File: src/rtl/stack_controller_pkg.sv
// Shared encodings for the stack engine: request opcodes, FSM states and the
// latched request record. The CPU decoder and the bench import the same package.
package stack_controller_pkg;

   localparam logic [1:0] OP_NOP  = 2'b00;
   localparam logic [1:0] OP_PUSH = 2'b01;
   localparam logic [1:0] OP_POP  = 2'b10;
   localparam logic [1:0] OP_PEEK = 2'b11;

   localparam logic [1:0] S_IDLE  = 2'b00;
   localparam logic [1:0] S_WRITE = 2'b01;
   localparam logic [1:0] S_READ  = 2'b10;
   localparam logic [1:0] S_DONE  = 2'b11;

   typedef struct packed {
      logic [1:0] op;
      logic [7:0] data;
   } req_t;

   // Occupancy of a downward-growing stack whose pointer names the next free slot.
   function automatic logic [7:0] stack_fill(input logic [7:0] top, input logic [7:0] sp);
      return top - sp;
   endfunction

endpackage

File: src/rtl/stack_controller.sv
// Stack engine in front of the 256x8 data memory: PUSH/POP/PEEK over valid/ready,
// downward-growing SP window, sticky overflow/underflow flags.
module stack_controller
   import stack_controller_pkg::*;
#(
   parameter logic [7:0]  STACK_TOP   = 8'hFF,
   parameter int unsigned STACK_DEPTH = 32'd16
) (
   input  logic       clk,
   input  logic       rst_n,
   input  logic       req_valid,
   input  logic [1:0] req_op,
   input  logic [7:0] req_data,
   output logic       req_ready,
   output logic       rsp_valid,
   output logic [7:0] rsp_data,
   output logic       rsp_err,
   output logic [7:0] mem_address,
   output logic [7:0] mem_data_in,
   output logic       mem_write_enable,
   input  logic [7:0] mem_data_out,
   output logic [7:0] sp,
   output logic [7:0] depth,
   output logic       empty,
   output logic       full,
   output logic       err_overflow,
   output logic       err_underflow,
   input  logic       err_clear
);

   localparam logic [7:0] DEPTH_MAX = 8'(STACK_DEPTH);

   logic [1:0] state_q, state_d;
   logic [7:0] sp_q, sp_d;
   req_t       req_q, req_d;
   logic [7:0] rsp_data_q, rsp_data_d;
   logic       rsp_err_q, rsp_err_d;
   logic       err_ovf_q, err_ovf_d;
   logic       err_udf_q, err_udf_d;
   logic       set_ovf_s, set_udf_s;
   logic [7:0] depth_s;
   logic       full_s, empty_s;

   assign depth_s = stack_fill(STACK_TOP, sp_q);
   assign full_s  = (depth_s == DEPTH_MAX);
   assign empty_s = (depth_s == 8'd0);

   // Request sequencing, SP update and response capture.
   always_comb begin
      state_d    = state_q;
      sp_d       = sp_q;
      req_d      = req_q;
      rsp_data_d = rsp_data_q;
      rsp_err_d  = rsp_err_q;
      set_ovf_s  = 1'b0;
      set_udf_s  = 1'b0;
      case (state_q)
         S_IDLE: begin
            if (req_valid) begin
               req_d.op   = req_op;
               req_d.data = req_data;
               case (req_op)
                  OP_PUSH: begin
                     if (full_s) begin
                        set_ovf_s  = 1'b1;
                        rsp_data_d = 8'h00;
                        rsp_err_d  = 1'b1;
                        state_d    = S_DONE;
                     end else begin
                        state_d = S_WRITE;
                     end
                  end
                  OP_POP, OP_PEEK: begin
                     if (empty_s) begin
                        set_udf_s  = 1'b1;
                        rsp_data_d = 8'h00;
                        rsp_err_d  = 1'b1;
                        state_d    = S_DONE;
                     end else begin
                        state_d = S_READ;
                     end
                  end
                  default: begin
                     rsp_data_d = 8'h00;
                     rsp_err_d  = 1'b0;
                     state_d    = S_DONE;
                  end
               endcase
            end else begin
               state_d = S_IDLE;
            end
         end
         S_WRITE: begin
            sp_d       = sp_q - 8'd1;
            rsp_data_d = 8'h00;
            rsp_err_d  = 1'b0;
            state_d    = S_DONE;
         end
         S_READ: begin
            rsp_data_d = mem_data_out;
            rsp_err_d  = 1'b0;
            if (req_q.op == OP_POP) begin
               sp_d = sp_q + 8'd1;
            end else begin
               sp_d = sp_q;
            end
            state_d = S_DONE;
         end
         S_DONE: begin
            state_d = S_IDLE;
         end
         default: begin
            state_d = S_IDLE;
         end
      endcase
   end

   // A fault detected on the same edge as err_clear keeps its flag set.
   always_comb begin
      err_ovf_d = (err_ovf_q & ~err_clear) | set_ovf_s;
      err_udf_d = (err_udf_q & ~err_clear) | set_udf_s;
   end

   // Memory port: SP-addressed, write strobe only while in WRITE.
   always_comb begin
      mem_address      = sp_q;
      mem_data_in      = 8'h00;
      mem_write_enable = 1'b0;
      case (state_q)
         S_WRITE: begin
            mem_data_in      = req_q.data;
            mem_write_enable = 1'b1;
         end
         S_READ: begin
            mem_address = sp_q + 8'd1;
         end
         default: begin
            mem_address = sp_q;
         end
      endcase
   end

   // State, pointer and response registers.
   always_ff @(posedge clk or negedge rst_n) begin
      if (!rst_n) begin
         state_q    <= S_IDLE;
         sp_q       <= STACK_TOP;
         req_q      <= '{op: OP_NOP, data: 8'h00};
         rsp_data_q <= 8'h00;
         rsp_err_q  <= 1'b0;
         err_ovf_q  <= 1'b0;
         err_udf_q  <= 1'b0;
      end else begin
         state_q    <= state_d;
         sp_q       <= sp_d;
         req_q      <= req_d;
         rsp_data_q <= rsp_data_d;
         rsp_err_q  <= rsp_err_d;
         err_ovf_q  <= err_ovf_d;
         err_udf_q  <= err_udf_d;
      end
   end

   assign req_ready     = (state_q == S_IDLE);
   assign rsp_valid     = (state_q == S_DONE);
   assign rsp_data      = rsp_data_q;
   assign rsp_err       = rsp_err_q;
   assign sp            = sp_q;
   assign depth         = depth_s;
   assign empty         = empty_s;
   assign full          = full_s;
   assign err_overflow  = err_ovf_q;
   assign err_underflow = err_udf_q;

endmodule

File: config.mk
export PLATFORM = sky130hd
export DESIGN_NAME = stack_controller
export DESIGN_NICKNAME = d
export VERILOG_FILES = /design/src/rtl/stack_controller_pkg.sv /design/src/rtl/stack_controller.sv
export SDC_FILE = /design/constraint.sdc
export NUM_CORES = 1
export LEC_CHECK = 0
export ABC_AREA = 1
export CORE_MARGIN = 1
export CORE_UTILIZATION = 45
export DETAILED_ROUTE_END_ITERATION = 6
export MAX_ROUTING_LAYER = met4
export PLACE_DENSITY_LB_ADDON = 0.1
export SLEW_MARGIN = 20
export SYNTH_ARGS = -nofsm -noshare
export SYNTH_HDL_FRONTEND = slang
export SYNTH_SLANG_ARGS = --single-unit
File: constraint.sdc
create_clock -name clk -period 1.7 [get_ports clk]
set_input_delay 0.34 -clock clk [delete_from_list [all_inputs] [get_ports clk]]
set_output_delay 0.34 -clock clk [all_outputs]
set_load 0.05 [all_outputs]
==> summary by stage, run 1 <==
Synth
The number of flops mapped to enable cells by yosys is 0. After Yosys synthesis, XOR and XNOR cells account for 0% of the synthesized area. In this run the biggest area consumer among cell types represents 29.6% of the synthesized area.

The synthesized-area fraction occupied by and/or/nand/nor cells is between 30% and 40%. Ranked by total cell area, the synthesized netlist is headed by sky130_fd_sc_hd__dfrtp_1, sky130_fd_sc_hd__nand2_1, sky130_fd_sc_hd__dfstp_2. Synthesis instantiated 20 different standard cells from the library. The average instance in the mapped netlist occupies 7.08 um2. The register area share after synthesis is around 40%. The dominant synthesized flop cell is sky130_fd_sc_hd__dfrtp_1. During synthesis, Yosys emitted a total of 0 warnings. Synthesis inferred 31 register bits. The largest family of logic cells by synthesized area is simple AND/OR/NAND/NOR gates. In the synthesized netlist, the number of instances is 275. Summed over all instances, the cell type with the most area after synthesis is sky130_fd_sc_hd__dfrtp_1. Summing the areas of all compound-gate instances in the mapped netlist gives 7.20% of the synthesized area.

For this run, asynchronously set or reset flops after synthesis account for 100%. The synthesized-area fraction occupied by adder cells is under 10%. After synthesis, the share of cell area in mux cells is 0%. The post-synthesis instance area is roughly 2000 um2. The net count after synthesis is 306.

Timing
After the last repair the worst path ends at a top-level output. Once global-route timing repair stopped, the endpoint with the least setup slack was mem_address[4].

Floorplan
The horizontal die dimension is just under 70 um. The die extent in y is 67.8 um. Once the floorplan was initialized, standard cells occupied 47.6% of the core. In this run the count of I/O pins placed on the die edge is 70. The count of standard-cell rows is 23.

Global route
The total track usage is between 80 and 90%. The largest net degree at the start of global routing is 32. The remaining global-route overflow is 128.

Clock network
The H-tree depth is 2. The root buffer selected by CTS is sky130_fd_sc_hd__clkbuf_8. The number of hold buffers added after CTS was 0. The CTS sink count is 31. Buffers inserted during clock tree synthesis total 5.

The maximum clock path buffer count is 2.

Placed design
The number of placed instances, taps included, is 424. The count of input and output buffers is 69. The weighted congestion at the end of routability-driven global placement is 0.897. Once detailed placement completed, the half-perimeter wirelength came to ~4.5 mm.

Run status
The tool reported: "[ERROR GRT-0232] Routing congestion too high. Check the congestion heatmap in the GUI". The run stopped with a tool error. The stage where the run ended is global routing.
-- routing by layer --
metal	GRT overflow	track usage [%]
met1	0	76.2
met2	72	103
met3	0	45.8
met4	56	105
met5	-	-
-- kinds of logic after synthesis --
family,after synthesis
AND/OR/NAND/NOR,162
buffers and inverters,48
adder cells (fa/ha/maj),9
flip-flops,31
AO/OA/AOI/OAI,25
-- cells in the mapped netlist (5+ instances only) --
cell type                 instances
sky130_fd_sc_hd__inv_1           36
sky130_fd_sc_hd__dfstp_2          8
sky130_fd_sc_hd__inv_2            6
sky130_fd_sc_hd__o21ai_0         17
sky130_fd_sc_hd__o21ai_1          5
sky130_fd_sc_hd__nand2_1        113
sky130_fd_sc_hd__nor2_1          15
sky130_fd_sc_hd__ha_1             9
sky130_fd_sc_hd__nand4_1         10
sky130_fd_sc_hd__dfrtp_1         23
sky130_fd_sc_hd__nand3_1         17
-- what timing repair did --
| action | in CTS |
|---|---|
| gates cloned | 1 |
| pin swaps | 18 |
| resized for setup | 34 |
| setup buffers | 10 |
| endpoints found under the setup margin | 30 |
-- stage by stage --
step                      worst slack (ps)  setup TNS (ps)  cell area (um2)
after CTS                             -382           -4520             3620
after detailed placement              -156           -1090             3320
after global placement               -98.9            -426             3320
after floorplan                       -306           -2220             2080
==> inputs of run 2 (changes only) <==
Settings changed: CORE_UTILIZATION 45 to 40, MAX_ROUTING_LAYER met4 to not set, PLACE_DENSITY_LB_ADDON 0.1 to 0.15.
==> run 2 against run 1 <==
The flow now finishes, with violations (negative setup slack). Synthesized cell count unchanged. Synthesized area unchanged.
==> summary by stage, run 2 <==
Placed design
The detailed placer's ending HPWL is between 4 and 5 mm. The count of input and output buffers is around 70. In this run, placement finished with an instance count of about 430. The weighted congestion at the end of routability-driven global placement is 0.833. OpenSTA, run right after detailed placement, puts the worst setup slack at -172 ps.

Global route
The initial antenna violation count is 0. The number of global-route vias before repair is about 2300. The largest net degree at the start of global routing is 32. The first global-routing pass estimated 10.6 mm of wire.

Global routing used 26.8% of the available tracks. After global routing the overflow that remains totals 0.

Timing
Between clock sinks in the finished design, the worst skew comes to 3.12 ps. The total count of hold-check failures in the final report is 0. Setup repair after global routing could not meet its margin everywhere. The worst slack on hold paths is about 450 ps.

The final count of pins violating max slew was 0. For this run, the top clock speed supported by timing is between 400 and 500 MHz. For the pin with the worst max-slew slack, the measured transition is approximately 410 ps. The ratio of final minimum period to clock period is 125%.

The time the final worst path needs with I/O delays and setup is around 2100 ps. Across all setup checks in the final design, the least slack found is -418 ps. The tightest slew margin relative to the limit is between 70% and 80%. The count of endpoints failing setup in the final report is 32.

Critical path
The worst-case register-to-register setup slack is -260 ps. The source of the worst register-to-register timing path is sp[0]$_DFFE_PN1P_. For the worst setup path, the data required time is ~1400 ps. The critical path goes through ha_4, nand2_4, inv_6, nand2_4, nand2_2, inv_2, o21ai_4, o21ai_2, buf_12. Together, buffers and inverters on the worst path number 3. The sort of element at the start of the critical path is a flip-flop. STA classifies the critical path endpoint as an output port. The critical path crosses 9 cells after its start point. The most critical setup path has its startpoint at sp[0]$_DFFE_PN1P_. In this design, the largest share of critical-path delay is due to flip-flops. The worst endpoint data arrival time is 1780 ps. The slowest stage of the critical path belongs to the cell sky130_fd_sc_hd__dfstp_4. Counting cells, the worst reg-to-reg path comes to 12. The critical-path maximum fanout is 5. The largest single stage delay on the critical path is 640 ps.

The worst setup path is of the flip-flop to output port kind. The destination of the critical timing path is mem_address[4]. Among the stages of the critical path, the cell type that occurs most often is sky130_fd_sc_hd__nand2_4. The worst register-to-register path ends at rsp_data[2]$_DFFE_PN0P_.

Layout
The library cell used most frequently in the layout, excluding fill and tap cells, is sky130_fd_sc_hd__nand2_1. Compared with the post-synthesis result, the final layout area differs by 106%. The count of placed standard cells in the final layout, fillers left out is roughly 470.

In the final design database the tool counted 441 nets. The number of antenna repair diodes is 0. The fill cell total of the finished layout is 246. The flip-flop count of the largest register, all copies and words added is 10.

More flip-flops sit in one register than any other, and that register is req_q. The top cell types in the final layout, fill and taps aside, are sky130_fd_sc_hd__nand2_1, sky130_fd_sc_hd__buf_4, sky130_fd_sc_hd__buf_12. The post-route netlist has 51.3% of its cells at a drive strength greater than 1.

Floorplan
The die covers roughly 5000 um2. The floorplan has 25 rows. The horizontal die dimension is 71.8 um. The core box area is 4690 um2. In this run the vertical extent of the chip is 71.8 um. The initial utilization of the core area, before any placement, comes to about two fifths.

The count of pins on the block boundary is 70.

Pwr
The total power divided by cell area is 2330 nW/um2. In this run the static leakage power is 2.02 nW. The worst IR drop on VDD is 1.21 mV.

Clock network
At the later pin of the worst-skew pair, clock insertion delay measures about 280 ps. In this run, CTS created clock tree buffers numbering 5. The clock tree from TritonCTS is done. The maximum clock path buffer count is 2.

Hold repair after CTS inserted 0 buffers. The tree built by TritonCTS fans out to 31 sinks. After clock tree synthesis, the clock-pin slew on the worst setup and hold paths is 60 ps.

The cell sitting at the root of the clock tree is a sky130_fd_sc_hd__clkbuf_8. In this run the number of H-tree levels came out at 2.

Detailed routing
The post-detailed-route count of antenna-violating nets is 0. For this block, the routed nets add up to 7.35 mm of wire. The routed layout has ~2400 vias. The average via count per standard cell is roughly 5.3. The post-route DRC violation count is 0.

In the final routed layout, each cell accounts on average for 15.8 um. The first detailed-routing pass ran for 5 iterations. The detailed router's first-iteration violation count is 190.

Synth
After synthesis, the share of flip-flops with an asynchronous set or reset is 100%. In the synthesized netlist, the cells that appear most often are sky130_fd_sc_hd__nand2_1, sky130_fd_sc_hd__inv_1, sky130_fd_sc_hd__dfrtp_1, sky130_fd_sc_hd__nand3_1, sky130_fd_sc_hd__o21ai_0. In this run, synthesis inferred 0 flip-flops with an integrated enable.

Summing the sequential cell areas from Yosys gives between 40% and 50% of the chip area. The synthesis warning total is 0. The fraction of post-synthesis cell area in the top cell type by area is 29.6%. The number of nets handed over by synthesis was 306. The number of different library cells in the post-synthesis netlist is 20. Synthesis produced ~280 cells. After synthesis the cells add up to 1950 um2. By area the synthesized netlist is led by sky130_fd_sc_hd__dfrtp_1, sky130_fd_sc_hd__nand2_1, sky130_fd_sc_hd__dfstp_2. The most instantiated library cell after synthesis is sky130_fd_sc_hd__nand2_1. The dominant synthesized flop cell is sky130_fd_sc_hd__dfrtp_1.

sky130_fd_sc_hd__dfrtp_1 takes more of the synthesized area than any other cell. The synthesized design contains 31 register bits. After synthesis, the mean cell area works out to 7.08 um2.

Run status
The checks that failed: negative setup slack. The flow ran to the end, but the final reports show violations.

Job
Max-cap violations in this run came to 0.

Worst hold path
In this run the worst hold path is classified as input pin to async pin.
-- run 2: cell counts after synthesis --
No cell type changed its count.
-- run 2: layout make-up --
class | instances | area (um2) | area share (%)
Clock inverter | 1 | 5.00 | 0.125
Inverter | 42 | 200 | 4.99
Multi-Input combinational cell | 197 | 1300 | 32.4
Tap cell | 54 | 67.6 | 1.68
Clock buffer | 7 | 76.3 | 1.90
Timing Repair Buffer | 133 | 1570 | 39.0
Sequential cell | 31 | 797 | 19.9
-- run 2: power by group --
group | switching [W] | internal, W | total [W]
Clock | 0.000270 | 0.000287 | 0.000557
Sequential | 0.000317 | 0.00116 | 0.00147
Combinational | 0.00415 | 0.00317 | 0.00732
-- run 2: what timing repair did --
item / in CTS / in global routing
gates resized for setup: 49 / 47
endpoints found under the setup margin: 29 / 42
pin swaps: 13 / 13
cloned: 2 / 0
buffers inserted: 24 / 11
-- run 2: worst min-delay path by stage --
stage	to	slack, ps
global route	rsp_data[5]$_DFFE_PN0P_	490
CTS	rsp_data[3]$_DFFE_PN0P_	460
floorplan	err_overflow$_DFF_PN0_	40
finish	rsp_data[5]$_DFFE_PN0P_	450
detailed placement	rsp_data[1]$_DFFE_PN0P_	460
global placement	rsp_data[6]$_DFFE_PN0P_	460
-- run 2: through the flow --
stage               power [W]  util, %  setup TNS (ps)  cell area [um2]
floorplan             0.00488        -           -2220             2080
global placement      0.00737     71.2            -363             3340
detailed placement    0.00745     71.2            -779             3340
CTS                   0.00875     81.1           -5750             3800
global route          0.00978     85.5           -8550             4010
finish                0.00935     85.5           -6690             4010
-- run 2: cells by family after synthesis --
kind of cell,share of synthesized area (%)
compound gates,7.20
fa+ha+maj,5.78
buf+inv,9.38
flops,40.4
simple gates,37.3
-- run 2: layer usage --
metal  global-route usage (%)  wire, um
met3                     5.20       403
met2                     49.5      3910
met1                     29.6      2710
met5                        0         0
met4                     11.8       325
Power figures use the tool's default switching activity.
==> inputs of run 3 (changes only) <==
Settings changed: CORE_UTILIZATION 40 to 45.
==> run 3 against run 2 <==
The run still ends with negative setup slack left. Register-to-register slack about the same. Fmax decreased by 3.3%. Cell area fell by 2.2%. Die area fell by 11%. Largest cell class unchanged. Highest routed layer unchanged.
==> summary by stage, run 3 (same netlist as run 2, synthesis figures left out) <==
Run status
The run finished, with violations left. The checks that failed: negative setup slack.

Critical path
The largest stage delay on the critical path is ~650 ps. The setup path with the least slack is of type flip-flop to output port. The startpoint identified for the worst register-to-register timing path is sp[3]$_DFFE_PN1P_. The worst endpoint data arrival time is 1850 ps. The worst path buffer plus inverter count is 3. The most critical setup path has its startpoint at sp[0]$_DFFE_PN1P_.

The required time at the worst-slack endpoint is between 1000 and 1500 ps. The critical-path maximum fanout is 4. The cell that appears most often on the critical path is sky130_fd_sc_hd__nand2_1. The worst setup path is launched from a flip-flop. The nature of the critical path endpoint is an output port. Broken down by cell family, the worst path's largest delay share belongs to flip-flops. The critical path goes through buf_6, nand3_4, inv_4, nand2_1, nand2_1, nand2_1, nand2_2, o21ai_2, buf_12.

The worst-path cell with the longest stage delay is sky130_fd_sc_hd__dfstp_4.

Timing
For the pin with the worst max-slew slack, the measured transition is roughly 410 ps. Setup violations remaining at the end of the flow were counted as 40. The maximum clock frequency is 456 MHz.

The post-route clock skew is 11.7 ps. After layout, the worst setup slack is -491 ps. The ratio of final minimum period to clock period is 129%. Across all hold checks on the routed design, the worst slack comes to 439 ps. After layout, the minimum clock period comes to 2190 ps.

Setup repair after global routing could not meet its margin everywhere. The final count of pins violating max slew is 0. Adding up every negative setup slack in the final design gives -7990 ps. The total count of hold-check failures in the final report was 0. The tightest slew margin relative to the limit is 72.9%.

Floorplan
The core box area is around 4000 um2. The die extent in y is 67.8 um. The count of standard-cell rows is 23. The effective utilization at floorplan is between 40% and 50%. The count of pins on the block boundary is 70. The area enclosed by the die boundary is between 4000 and 5000 um2. The floorplan step set the die width to 67.8 um.

Layout
In the layout the commonest cells are sky130_fd_sc_hd__nand2_1, sky130_fd_sc_hd__buf_4, sky130_fd_sc_hd__buf_12. The net count of the finished layout is ~440. The synthesis-to-layout area growth is 101%. After filler insertion, the fill cell instance count of the layout stands at a little over 90.

The flip-flop count of the largest register, all copies and words added is 10. Cells fill 96.0% of the core in the end. More flip-flops sit in one register than any other, and that register is req_q.

Cells with a size suffix above 1 make up about half of the layout. The leading cell type in the layout, fill and taps excluded is sky130_fd_sc_hd__nand2_1. The number of antenna repair diodes is 0.

Job
The count of maximum capacitance violations is 0.

Clock network
In this run the deepest clock path goes through 2 buffers. Clock-pin slew was measured on the worst setup and hold paths at 80 ps. TritonCTS built the clock tree.

The CTS sink count is 31. The tree is rooted in a sky130_fd_sc_hd__clkbuf_8. The worst-skew pair later-pin latency is 300 ps. CTS built an H-tree with a depth of 2. The CTS buffer count is 5.

Pwr
Dividing total power by cell area gives a power density of 2490 nW/um2. The total power is 0.00976 W. The worst IR drop on VDD is 1.89 mV. For this design the static power due to leakage is 1.97 nW.

Detailed routing
Dividing the detail-routed wire length by the instance count gives about 23 um. The detailed-routing iteration count for the pre-antenna-repair pass is 6. The routed layout has 2868 vias.

The total wire length after detailed routing is 10.5 mm. After detailed routing, the number of remaining DRC violations is 0. The first routing iteration left 531 violations. The average via count per standard cell is 6.26. The post-detailed-route count of antenna-violating nets is 0.

Global route
For this run the aggregate overflow at the end of global routing stands at 0. The first global-routing pass estimated roughly 11 mm of wire. For this run, the total global-route usage over all layers was measured as 33.1%. The number of global-route vias before repair is ~2300.

The largest net degree at the start of global routing is 32. The initial antenna violation count came to 0.

Placed design
OpenSTA, run right after detailed placement, puts the worst setup slack at -163 ps. Buffers placed on the I/O ports in this run total 69. The detailed placer's ending HPWL is 4.21 mm. The weighted congestion at the end of routability-driven global placement is between 0.9 and 1.

Worst hold path
The path class of the tightest hold or removal check is input pin to async pin.
-- run 3: cell count changes in the layout (fill, tap and decap cells not counted), moves of 3 or more --
cell                      before  now
sky130_fd_sc_hd__o21ai_0       8    5
sky130_fd_sc_hd__ha_2          3    0
sky130_fd_sc_hd__buf_6        13   18
sky130_fd_sc_hd__o21ai_1       4    7
sky130_fd_sc_hd__buf_12       35   31
sky130_fd_sc_hd__buf_4        62   58
sky130_fd_sc_hd__nand3_2       5    8
-- run 3: repair_timing --
item                                    CTS  global route
cloned                                    1             0
hold buffers                              0             0
pin swaps                                20            15
setup buffers                            15            18
endpoints found under the setup margin   30            40
gates resized for setup                  25            70
-- run 3: worst paths after layout --
path | endpoint | slack [ps] | depth (start not counted)
min reg2reg | req_q[5]$_DFFE_PN0P_ | 530 | 2
max | mem_address[7] | -490 | 9
min | req_q[9]$_DFFE_PN0P_ | 440 | 2
max reg2reg | sp[7]$_DFFE_PN1P_ | -250 | 9
max in group asynchronous | sp[7]$_DFFE_PN1P_ | 930 | 2
min in group clk | req_q[5]$_DFFE_PN0P_ | 530 | 2
-- run 3: stage by stage --
stage	cell area (um2)	cells
global route	3920	458
detailed placement	3310	422
global placement	3310	422
floorplan	2080	275
CTS	3610	446
finish	3920	458
-- run 3: layout make-up --
| type | instances | area, um2 | share of cell area [%] |
|---|---|---|---|
| Timing Repair Buffer | 130 | 1500 | 38.2 |
| Multi-Input combinational cell | 197 | 1290 | 33.0 |
| Sequential cell | 31 | 797 | 20.3 |
| Inverter | 42 | 189 | 4.82 |
| Clock buffer | 8 | 80.1 | 2.04 |
| Tap cell | 50 | 62.6 | 1.60 |
-- run 3: layer usage --
| metal | vias to the layer above | global-route usage [%] | part of all wire (%) |
|---|---|---|---|
| li1 | 1127 | - | - |
| met1 | 1320 | 38.1 | 32 |
| met2 | 299 | 56.3 | 48 |
| met3 | 122 | 7.43 | 10 |
| met4 | 0 | 18.2 | 9.1 |
| met5 | - | 0 | 0 |
-- run 3: power by group --
group          leakage [nW]  switching [W]  internal [W]
sequential            0.382       0.000406       0.00116
combinational          1.55        0.00449       0.00311
clock                0.0395       0.000302      0.000291
total                  1.97        0.00520       0.00456
==> inputs of run 4 (changes only) <==
Settings changed: CORE_UTILIZATION 45 to 46, CTS_BUF_LIST set to sky130_fd_sc_hd__clkbuf_2.
==> run 4 against run 3 <==
The flow now stops in global routing. Synthesized cell count is the same. Synthesized area is the same.
==> summary by stage, run 4 <==
Clock network
The root buffer selected by CTS is sky130_fd_sc_hd__clkbuf_2. In this run, CTS created clock tree buffers numbering 5. In this run the number of H-tree levels came out at 2. The maximum clock path buffer count is 2. The clock drives 31 sinks.

Floorplan
The count of standard-cell rows is 23. The initial utilization of the core area, before any placement, comes to approximately 48%. The count of pins on the block boundary is 70. The horizontal die dimension is 67.1 um. The floorplan step set the die height to 67.1 um.

Placed design
In this run the tool buffered the top-level ports with 69 buffer cells. The weighted congestion at the end of routability-driven global placement is 0.968. After legalization and detailed placement, the total HPWL measured 4.48 mm. Once placement finished, the instance area stood at 3350 um2.

Run status
The first error in the log reads "[ERROR DPL-0038] Utilization greater than 100%, impossible to legalize". The run stopped with a tool error. The stage where the run ended is global routing.

Synth
The number of flops mapped to enable cells by yosys is 0. Summed over its instances, the top area cell type makes up 29.6% of the synthesized netlist area. The post-synthesis instance area is 1950 um2. The register area share after synthesis is 40.4%. Averaged over all synthesized cells, the footprint is 7.08 um2. The commonest cells after synthesis are sky130_fd_sc_hd__nand2_1, sky130_fd_sc_hd__inv_1, sky130_fd_sc_hd__dfrtp_1, sky130_fd_sc_hd__nand3_1, sky130_fd_sc_hd__o21ai_0.

The most instantiated library cell after synthesis is sky130_fd_sc_hd__nand2_1. When the netlist entered floorplanning its net count stood at 306. After technology mapping, the gate count stands at 275.

After synthesis, the cell types taking the most area are sky130_fd_sc_hd__dfrtp_1, sky130_fd_sc_hd__nand2_1, sky130_fd_sc_hd__dfstp_2. The async set-reset flop share out of synthesis is between 90% and 100%. The dominant synthesized flop cell is sky130_fd_sc_hd__dfrtp_1. The synthesis warning total is 0. After synthesis the netlist holds a flip-flop and latch count of 31. The netlist uses 20 different library cells. The synthesized design spends more area on one cell type than any other, namely sky130_fd_sc_hd__dfrtp_1.

Global route
The largest net degree at the start of global routing is 32.

Timing
The endpoint with the least setup slack after the last repair is mem_address[4]. After the last repair the worst path ends at a top-level output.
[run 4: cells by family after synthesis]
| logic type | count (synthesis) | synth area share [%] |
|---|---|---|
| AOI/OAI and AO/OA | 25 | 7.20 |
| DFF | 31 | 40.4 |
| buffers and inverters | 48 | 9.38 |
| adders and majority gates | 9 | 5.78 |
| and+or+nand+nor | 162 | 37.3 |
[run 4: stage by stage]
stage               setup WS (ps)  hold WS (ps)  std cells
floorplan                    -306          44.4        275
global placement             -117           457        426
CTS                          -520           320        460
detailed placement           -198           461        426
[run 4: timing repair]
action	CTS
hold buffers	0
endpoints found under the setup margin	38
buffers inserted	25
resized for setup	54
pin swaps	15
cloned	2
